### src/rtl/feedback_tx_pkg.sv
// Shared link definitions for the FPGA<->mbed bit-handshake link.
// The instruction receiver uses the same word width, so both ends shift the same word size.
package feedback_tx_pkg;

    localparam int LINK_WIDTH      = 10;
    localparam int DEFAULT_TIMEOUT = 4095;

    typedef enum logic [2:0] {
        IDLE     = 3'd0,
        WAIT_REQ = 3'd1,
        PRESENT  = 3'd2,
        WAIT_REL = 3'd3,
        SHIFT    = 3'd4,
        DONE     = 3'd5
    } tx_state_t;

    // The timeout counter only runs in these two states.
    // In both of them the FSM is waiting for the mbed.
    function automatic logic is_waiting(input tx_state_t s);
        return (s == WAIT_REQ) || (s == WAIT_REL);
    endfunction

endpackage

### src/rtl/feedback_tx_if.sv
// Bit-handshake signals between the FPGA transmitter (master) and the mbed (slave).
interface feedback_tx_if;
    logic bit_request;
    logic data_bit;
    logic bit_valid;

    modport master (input bit_request, output data_bit, output bit_valid);
    modport slave  (output bit_request, input data_bit, input bit_valid);
endinterface

### src/rtl/feedback_tx_sync_2ff.sv
// Generic two-flop synchronizer for a single asynchronous input.
// The flops reset low.
module sync_2ff (
    input  logic clk,
    input  logic reset_n,
    input  logic d,
    output logic q
);

    logic meta;

    always_ff @(posedge clk or negedge reset_n) begin
        if (!reset_n) begin
            meta <= 1'b0;
            q    <= 1'b0;
        end else begin
            meta <= d;
            q    <= meta;
        end
    end

endmodule

### src/rtl/feedback_tx.sv
// Serial feedback transmitter that sends a parallel status word MSB-first to the mbed.
// It sends one bit per four-phase request/confirm handshake.
module feedback_tx
    import feedback_tx_pkg::*;
#(
    parameter int WIDTH   = LINK_WIDTH,
    parameter int TIMEOUT = DEFAULT_TIMEOUT
) (
    input  logic             clk,
    input  logic             reset_n,
    input  logic             load,
    input  logic [WIDTH-1:0] word,
    input  logic             abort,
    feedback_tx_if.master    link,
    output logic             busy,
    output logic             done,
    output logic             timeout_err,
    output logic [3:0]       bit_count,
    output logic [2:0]       state
);

    localparam int TW = (TIMEOUT > 1) ? $clog2(TIMEOUT + 1) : 1;

    tx_state_t        cur_state, nxt_state;
    logic [WIDTH-1:0] shreg, shreg_nxt;
    logic [3:0]       count_nxt;
    logic [TW-1:0]    tmr, tmr_nxt;
    logic             req_s;
    logic             tmo_hit;
    logic             data_bit_q, data_bit_nxt;
    logic             bit_valid_q, bit_valid_nxt;
    logic             busy_nxt, done_nxt, tmo_nxt;

    sync_2ff u_req_sync (
        .clk     (clk),
        .reset_n (reset_n),
        .d       (link.bit_request),
        .q       (req_s)
    );

    assign tmo_hit = (TIMEOUT != 0) && (tmr == TW'(TIMEOUT - 1));

    // Outputs are decoded from the next state, so every output is a flop.
    // Outputs also change on the same edge as the state.
    always_comb begin
        nxt_state = cur_state;
        shreg_nxt = shreg;
        count_nxt = bit_count;
        tmo_nxt   = 1'b0;

        if (abort) begin
            nxt_state = IDLE;
        end else begin
            case (cur_state)
                IDLE: begin
                    if (load) begin
                        shreg_nxt = word;
                        count_nxt = 4'd0;
                        nxt_state = WAIT_REQ;
                    end
                end
                WAIT_REQ: begin
                    if (req_s) begin
                        nxt_state = PRESENT;
                    end else if (tmo_hit) begin
                        nxt_state = IDLE;
                        tmo_nxt   = 1'b1;
                    end
                end
                PRESENT: nxt_state = WAIT_REL;
                WAIT_REL: begin
                    if (!req_s) begin
                        nxt_state = SHIFT;
                    end else if (tmo_hit) begin
                        nxt_state = IDLE;
                        tmo_nxt   = 1'b1;
                    end
                end
                SHIFT: begin
                    shreg_nxt = {shreg[WIDTH-2:0], 1'b0};
                    if (bit_count != 4'(WIDTH))
                        count_nxt = bit_count + 4'd1;
                    nxt_state = (bit_count + 4'd1 == 4'(WIDTH)) ? DONE : WAIT_REQ;
                end
                DONE:    nxt_state = IDLE;
                default: nxt_state = IDLE;
            endcase
        end

        busy_nxt      = (nxt_state != IDLE);
        done_nxt      = (nxt_state == DONE);
        bit_valid_nxt = (nxt_state == PRESENT) || (nxt_state == WAIT_REL);
        data_bit_nxt  = (nxt_state == IDLE) ? 1'b0 : shreg_nxt[WIDTH-1];

        if (nxt_state != cur_state)
            tmr_nxt = '0;
        else if (is_waiting(cur_state))
            tmr_nxt = tmr + 1'b1;
        else
            tmr_nxt = tmr;
    end

    always_ff @(posedge clk or negedge reset_n) begin
        if (!reset_n) begin
            cur_state   <= IDLE;
            shreg       <= '0;
            bit_count   <= 4'd0;
            tmr         <= '0;
            data_bit_q  <= 1'b0;
            bit_valid_q <= 1'b0;
            busy        <= 1'b0;
            done        <= 1'b0;
            timeout_err <= 1'b0;
        end else begin
            cur_state   <= nxt_state;
            shreg       <= shreg_nxt;
            bit_count   <= count_nxt;
            tmr         <= tmr_nxt;
            data_bit_q  <= data_bit_nxt;
            bit_valid_q <= bit_valid_nxt;
            busy        <= busy_nxt;
            done        <= done_nxt;
            timeout_err <= tmo_nxt;
        end
    end

    assign link.data_bit  = data_bit_q;
    assign link.bit_valid = bit_valid_q;
    assign state          = cur_state;

endmodule

### src/flat_wrapper.sv
// flat-port wrapper written by rule: the top's interface ports become plain ports
module feedback_tx_flat import feedback_tx_pkg::*;
#(
    parameter int WIDTH   = LINK_WIDTH,
    parameter int TIMEOUT = DEFAULT_TIMEOUT
)
  (clk, reset_n, load, word, abort, busy, done, timeout_err, bit_count, state, link_bit_request, link_data_bit, link_bit_valid);
  feedback_tx_if link_i ();
  input  logic clk;
  input  logic reset_n;
  input  logic load;
  input  logic [WIDTH-1:0] word;
  input  logic abort;
  output logic busy;
  output logic done;
  output logic timeout_err;
  output logic [3:0] bit_count;
  output logic [2:0] state;
  input wire logic [$bits(link_i.bit_request)-1:0] link_bit_request;
  output wire logic [$bits(link_i.data_bit)-1:0] link_data_bit;
  output wire logic [$bits(link_i.bit_valid)-1:0] link_bit_valid;
  assign link_i.bit_request = link_bit_request;
  assign link_data_bit = link_i.data_bit;
  assign link_bit_valid = link_i.bit_valid;
  feedback_tx #(.WIDTH(WIDTH), .TIMEOUT(TIMEOUT)) u_core (.clk(clk), .reset_n(reset_n), .load(load), .word(word), .abort(abort), .link(link_i), .busy(busy), .done(done), .timeout_err(timeout_err), .bit_count(bit_count), .state(state));
endmodule
### config.mk
export PLATFORM = sky130hd
export DESIGN_NAME = feedback_tx_flat
export DESIGN_NICKNAME = d
export VERILOG_FILES = /design/src/rtl/feedback_tx_pkg.sv /design/src/rtl/feedback_tx_if.sv /design/src/rtl/feedback_tx_sync_2ff.sv /design/src/rtl/feedback_tx.sv /design/src/flat_wrapper.sv
export SDC_FILE = /design/constraint.sdc
export NUM_CORES = 1
export LEC_CHECK = 0
export CAP_MARGIN = 10
export CORE_ASPECT_RATIO = 0.8
export CORE_UTILIZATION = 56
export CTS_BUF_LIST = sky130_fd_sc_hd__clkbuf_4
export DETAILED_ROUTE_END_ITERATION = 7
export PLACE_DENSITY = 0.82
export SLEW_MARGIN = 15
export SYNTH_ARGS = -nofsm -noshare
export SYNTH_HDL_FRONTEND = slang
export SYNTH_SLANG_ARGS = --single-unit
### constraint.sdc
create_clock -name clk -period 2 [get_ports clk]
set_input_delay 0.4 -clock clk [delete_from_list [all_inputs] [get_ports clk]]
set_output_delay 0.4 -clock clk [all_outputs]
set_load 0.03 [all_outputs]
==> metrics.txt <==
# TYPE chip_impl_metric gauge
chip_impl_metric{name="avgRoutedWirePerCell",unit="um"} 14.77
chip_impl_metric{name="flop_and_latch_count_out_of_synthesis",unit=""} 36
chip_impl_metric{name="finalCritPeriodShare",unit="%"} 95.88
chip_impl_info{name="most-common-layout-cells",value="36 x dfrtp_1, 25 x clkdlybuf4s50_1, 21 x nand2_1, 20 x nor2_1, 16 x o21ai_1"} 1
chip_impl_metric{name="cp.required",unit="ns"} 1.60
chip_impl_info{name="critPathLaunchType",value="flop"} 1
chip_impl_info{name="critical_path.slowest_cell",value="clkdlybuf4s50_1"} 1
chip_impl_metric{name="post-place-cells",unit=""} 251
chip_impl_info{name="family_of_cells_with_the_greatest_summed_delay_on_the_critical_path",value="buffers and inverters"} 1
chip_impl_metric{name="relSlewSlack",unit="%"} 68.87
chip_impl_metric{name="grt_pass1_wl",unit="um"} 6617
chip_impl_metric{name="async_set_or_reset_flop_fraction_in_the_synthesized_netlist",unit="%"} 100.0
chip_impl_metric{name="initial_core_utilization",unit="%"} 58.82
chip_impl_metric{name="number_of_endpoints_with_negative_hold_slack_in_the_final_report",unit=""} 0
chip_impl_metric{name="cts_sinks",unit=""} 36
chip_impl_metric{name="via_per_inst",unit=""} 5.668
chip_impl_info{name="critical_path.cell_chain",value="clkdlybuf4s50_1"} 1
chip_impl_metric{name="grt_antenna_before_repair",unit=""} 0
chip_impl_info{name="setup.worst_path.end_class",value="output port"} 1
chip_impl_metric{name="slowest_stage_delay_cp",unit="ns"} 0.71
chip_impl_metric{name="power_switching_share",unit="%"} 30.86
chip_impl_metric{name="cts_buffers",unit=""} 5
chip_impl_metric{name="p_leak",unit="nW"} 0.9850
chip_impl_metric{name="detail_route.drc_violations",unit=""} 0
chip_impl_metric{name="net-switching-power",unit="uW"} 502.4
chip_impl_metric{name="layout.cells.non_filler",unit=""} 259
chip_impl_metric{name="yosysSeqAreaShare",unit="%"} 49.28
chip_impl_metric{name="final_util",unit="%"} 70.93
chip_impl_metric{name="chip_height",unit="um"} 53.10
chip_impl_info{name="criticalPathCategory",value="flop to output port"} 1
chip_impl_info{name="final_common_cell",value="dfrtp_1"} 1
chip_impl_metric{name="synth_edf_count",unit=""} 0
chip_impl_metric{name="ant_cells",unit=""} 0
chip_impl_info{name="synth_top_family_by_area",value="simple AND/OR/NAND/NOR gates"} 1
chip_impl_metric{name="synthesis.instances",unit=""} 185
chip_impl_metric{name="path_clk_slew",unit="ns"} 0.11
chip_impl_info{name="hp-class",value="flop to flop"} 1
chip_impl_metric{name="worstPathBufferInverterCount",unit=""} 1
chip_impl_metric{name="fin_crit",unit="ns"} 1.918
chip_impl_metric{name="vias_in_the_first_global_route",unit=""} 1416
chip_impl_metric{name="maximum_number_of_pins_on_one_net_before_global_route_repair",unit=""} 37
chip_impl_metric{name="design.final.nets",unit=""} 238
chip_impl_metric{name="post_cts_hold_buffer_count",unit=""} 0
chip_impl_metric{name="drive_above_1_share",unit="%"} 10.05
chip_impl_metric{name="floorplan_die_width",unit="um"} 65.88
chip_impl_metric{name="comb_power_share",unit="%"} 23.0
chip_impl_metric{name="placer_congestion",unit=""} 0.8413
chip_impl_metric{name="dpl_hpwl",unit="um"} 2823
chip_impl_metric{name="htree_num_levels",unit=""} 2
chip_impl_info{name="rsz_0062_raised_after_global_routing",value="false"} 1
chip_impl_info{name="clock-root-buffer",value="clkbuf_4"} 1
chip_impl_metric{name="p_clk_share",unit="%"} 24.5
chip_impl_metric{name="synth_cell_type_count",unit=""} 43
chip_impl_metric{name="max-clock-path-buffers",unit=""} 2
chip_impl_metric{name="worstPathMaxFanout",unit=""} 6
chip_impl_metric{name="synth.avg_cell_area",unit="um^2"} 9.881
chip_impl_metric{name="synth_compound_area_share",unit="%"} 13.62
chip_impl_metric{name="max_slew.worst_pin.slew",unit="ns"} 0.4659
chip_impl_metric{name="worst_ep_arrival_time",unit="ns"} 1.52
chip_impl_metric{name="adder_and_majority_gate_portion_of_the_synthesized_area",unit="%"} 3.422
chip_impl_metric{name="drt_pass1_iterations",unit=""} 4
chip_impl_metric{name="share_of_power_burned_in_registers",unit="%"} 52.5
chip_impl_metric{name="synthXorXnorAreaFrac",unit="%"} 5.749
chip_impl_metric{name="vdd_ir_drop_max",unit="V"} 0.0004088
chip_impl_metric{name="route.vias.total",unit=""} 1468
chip_impl_info{name="result_of_the_run",value="finished clean"} 1
chip_impl_metric{name="timing.fmax",unit="MHz"} 521.5
chip_impl_metric{name="maxSlewViolCount",unit=""} 0
chip_impl_metric{name="port_buffers",unit=""} 26
chip_impl_metric{name="insertion_delay",unit="ns"} 0.35
chip_impl_metric{name="gr-usage-all-layers",unit="%"} 26.25
chip_impl_metric{name="drt_iter0_drc",unit=""} 95
chip_impl_metric{name="yosys_warnings",unit=""} 0
chip_impl_metric{name="max_cap_viol_count",unit=""} 0
chip_impl_info{name="ys_dominant_reg_cell",value="dfrtp_1"} 1
chip_impl_metric{name="fp.coreArea",unit="um^2"} 3108
chip_impl_metric{name="fillCellCount",unit=""} 242
chip_impl_metric{name="area_delta_synth_final",unit="%"} 20.60
chip_impl_metric{name="finalSetupViolCount",unit=""} 0
chip_impl_info{name="tritoncts",value="done"} 1
chip_impl_metric{name="synthesis.area",unit="um^2"} 1828
chip_impl_metric{name="syn_nets",unit=""} 205
chip_impl_metric{name="p_int",unit="mW"} 1.126
chip_impl_metric{name="finClkSkew",unit="ns"} 0.01083
chip_impl_metric{name="yosys.area_share.simple",unit="%"} 24.02
chip_impl_metric{name="overflow",unit=""} 0
chip_impl_metric{name="rows",unit=""} 18
chip_impl_metric{name="top_level_port_count",unit=""} 27
chip_impl_metric{name="ant_nets",unit=""} 0
chip_impl_metric{name="routed_wirelength",unit="um"} 3826
chip_impl_metric{name="synth.area.mux_share",unit="%"} 0
chip_impl_metric{name="die-area",unit="um^2"} 3498
chip_impl_metric{name="power.density_cell_area",unit="nW/um^2"} 738.5
[cell type report]
class	instances	area [um^2]	area share [%]
clock buffers	7	52.55	2.384
clock inverters	1	3.754	0.1703
inverters	3	11.26	0.5108
multi-input cells	137	855.8	38.82
flip-flops and latches	36	900.9	40.86
well taps	40	50.05	2.270
repair buffers	35	330.3	14.98
[registers in the layout, summed over array words and instances (netlist names)]
signal / flops
u_core.timeout_err: 1
u_core.u_req_sync.q: 1
u_core.link.data_bit: 1
u_core.link.bit_valid: 1
u_core.done: 1
u_core.state: 3
u_core.busy: 1
u_core.u_req_sync.meta: 1
u_core.tmr: 12
u_core.bit_count: 4
u_core.shreg: 10
[path summary, 6_finish.rpt]
path / startpoint / to / slack, ns / cells past startpoint
min in group asynchronous: reset_n / u_core.done / 0.46 / 2
setup / recovery: u_core.bit_count[1] / bit_count[1] / 0.08 / 1
setup reg to reg: u_core.tmr[0] / u_core.tmr[4] / 0.16 / 8
hold / removal: u_core.u_req_sync.meta / u_core.u_req_sync.q / 0.39 / 0
hold reg to reg: u_core.u_req_sync.meta / u_core.u_req_sync.q / 0.39 / 0
max in group asynchronous: reset_n / u_core.shreg[7] / 1.22 / 2
[power groups by stage]
stage	Combinational [mW]	Clock, mW	Sequential (mW)
2_1_floorplan	0.200	0	0.895
3_3_place_gp	0.359	0	0.862
3_5_place_dp	0.376	0	0.868
4_1_cts	0.377	0.406	0.854
5_1_grt	0.413	0.427	0.864
6_report	0.375	0.398	0.855
[synth_stat cells, types with 2 or more instances]
master	count	area, um^2
buf_4	2	15.01
inv_1	3	11.26
buf_6	2	22.52
nand4_1	3	18.77
ha_1	5	62.56
a22oi_1	8	60.06
dfrtp_1	36	900.9
nor3_2	2	20.02
xor2_1	10	87.58
buf_2	3	15.01
nand3_1	6	30.03
a21oi_1	5	25.02
nor3_1	2	10.01
and3_1	4	25.02
nand2_1	21	78.83
o21ai_0	2	10.01
nor2_1	20	75.07
xnor2_1	2	17.52
and2_1	4	25.02
o21ai_1	16	80.08
nand2b_1	2	12.51
nor3b_1	2	15.01
clkbuf_1	2	7.510
nand3b_1	3	22.52
and4_1	2	17.52
[metrics by stage]
stage	instance area [um^2]	worst slack [ns]	power, mW	hold slack [ns]	setup TNS (ns)
6_report	2205	0.08234	1.628	0.3858	0
4_1_cts	2202	0.04454	1.637	0.3928	0
3_3_place_gp	2146	0.1055	1.221	0.3327	0
5_1_grt	2205	0.02582	1.704	0.3980	0
2_1_floorplan	1828	0.3401	1.095	0.1044	0
3_5_place_dp	2146	-0.06323	1.244	0.3733	-0.1302
[metal layers]
metal  wire (um)  vias to the layer above  track usage, %
met2        1865                       48           43.20
met1        1734                      701           33.15
met3         164                        7           5.388
met4          61                        0           12.32
met5           0                        -               0
li1            -                      712               -
[repair_timing]
action	in CTS	in global routing
endpoints found under the setup margin	0	1
endpoints found under the hold margin	0	0
buffers inserted	0	0
gates resized for setup	0	1
[cells by family after synthesis]
family,Yosys count
flops,36
buf+inv,12
fa+ha+maj,5
compound gates,40
xor+xnor,12
simple gates,80
(Power assumes the default switching activity.)
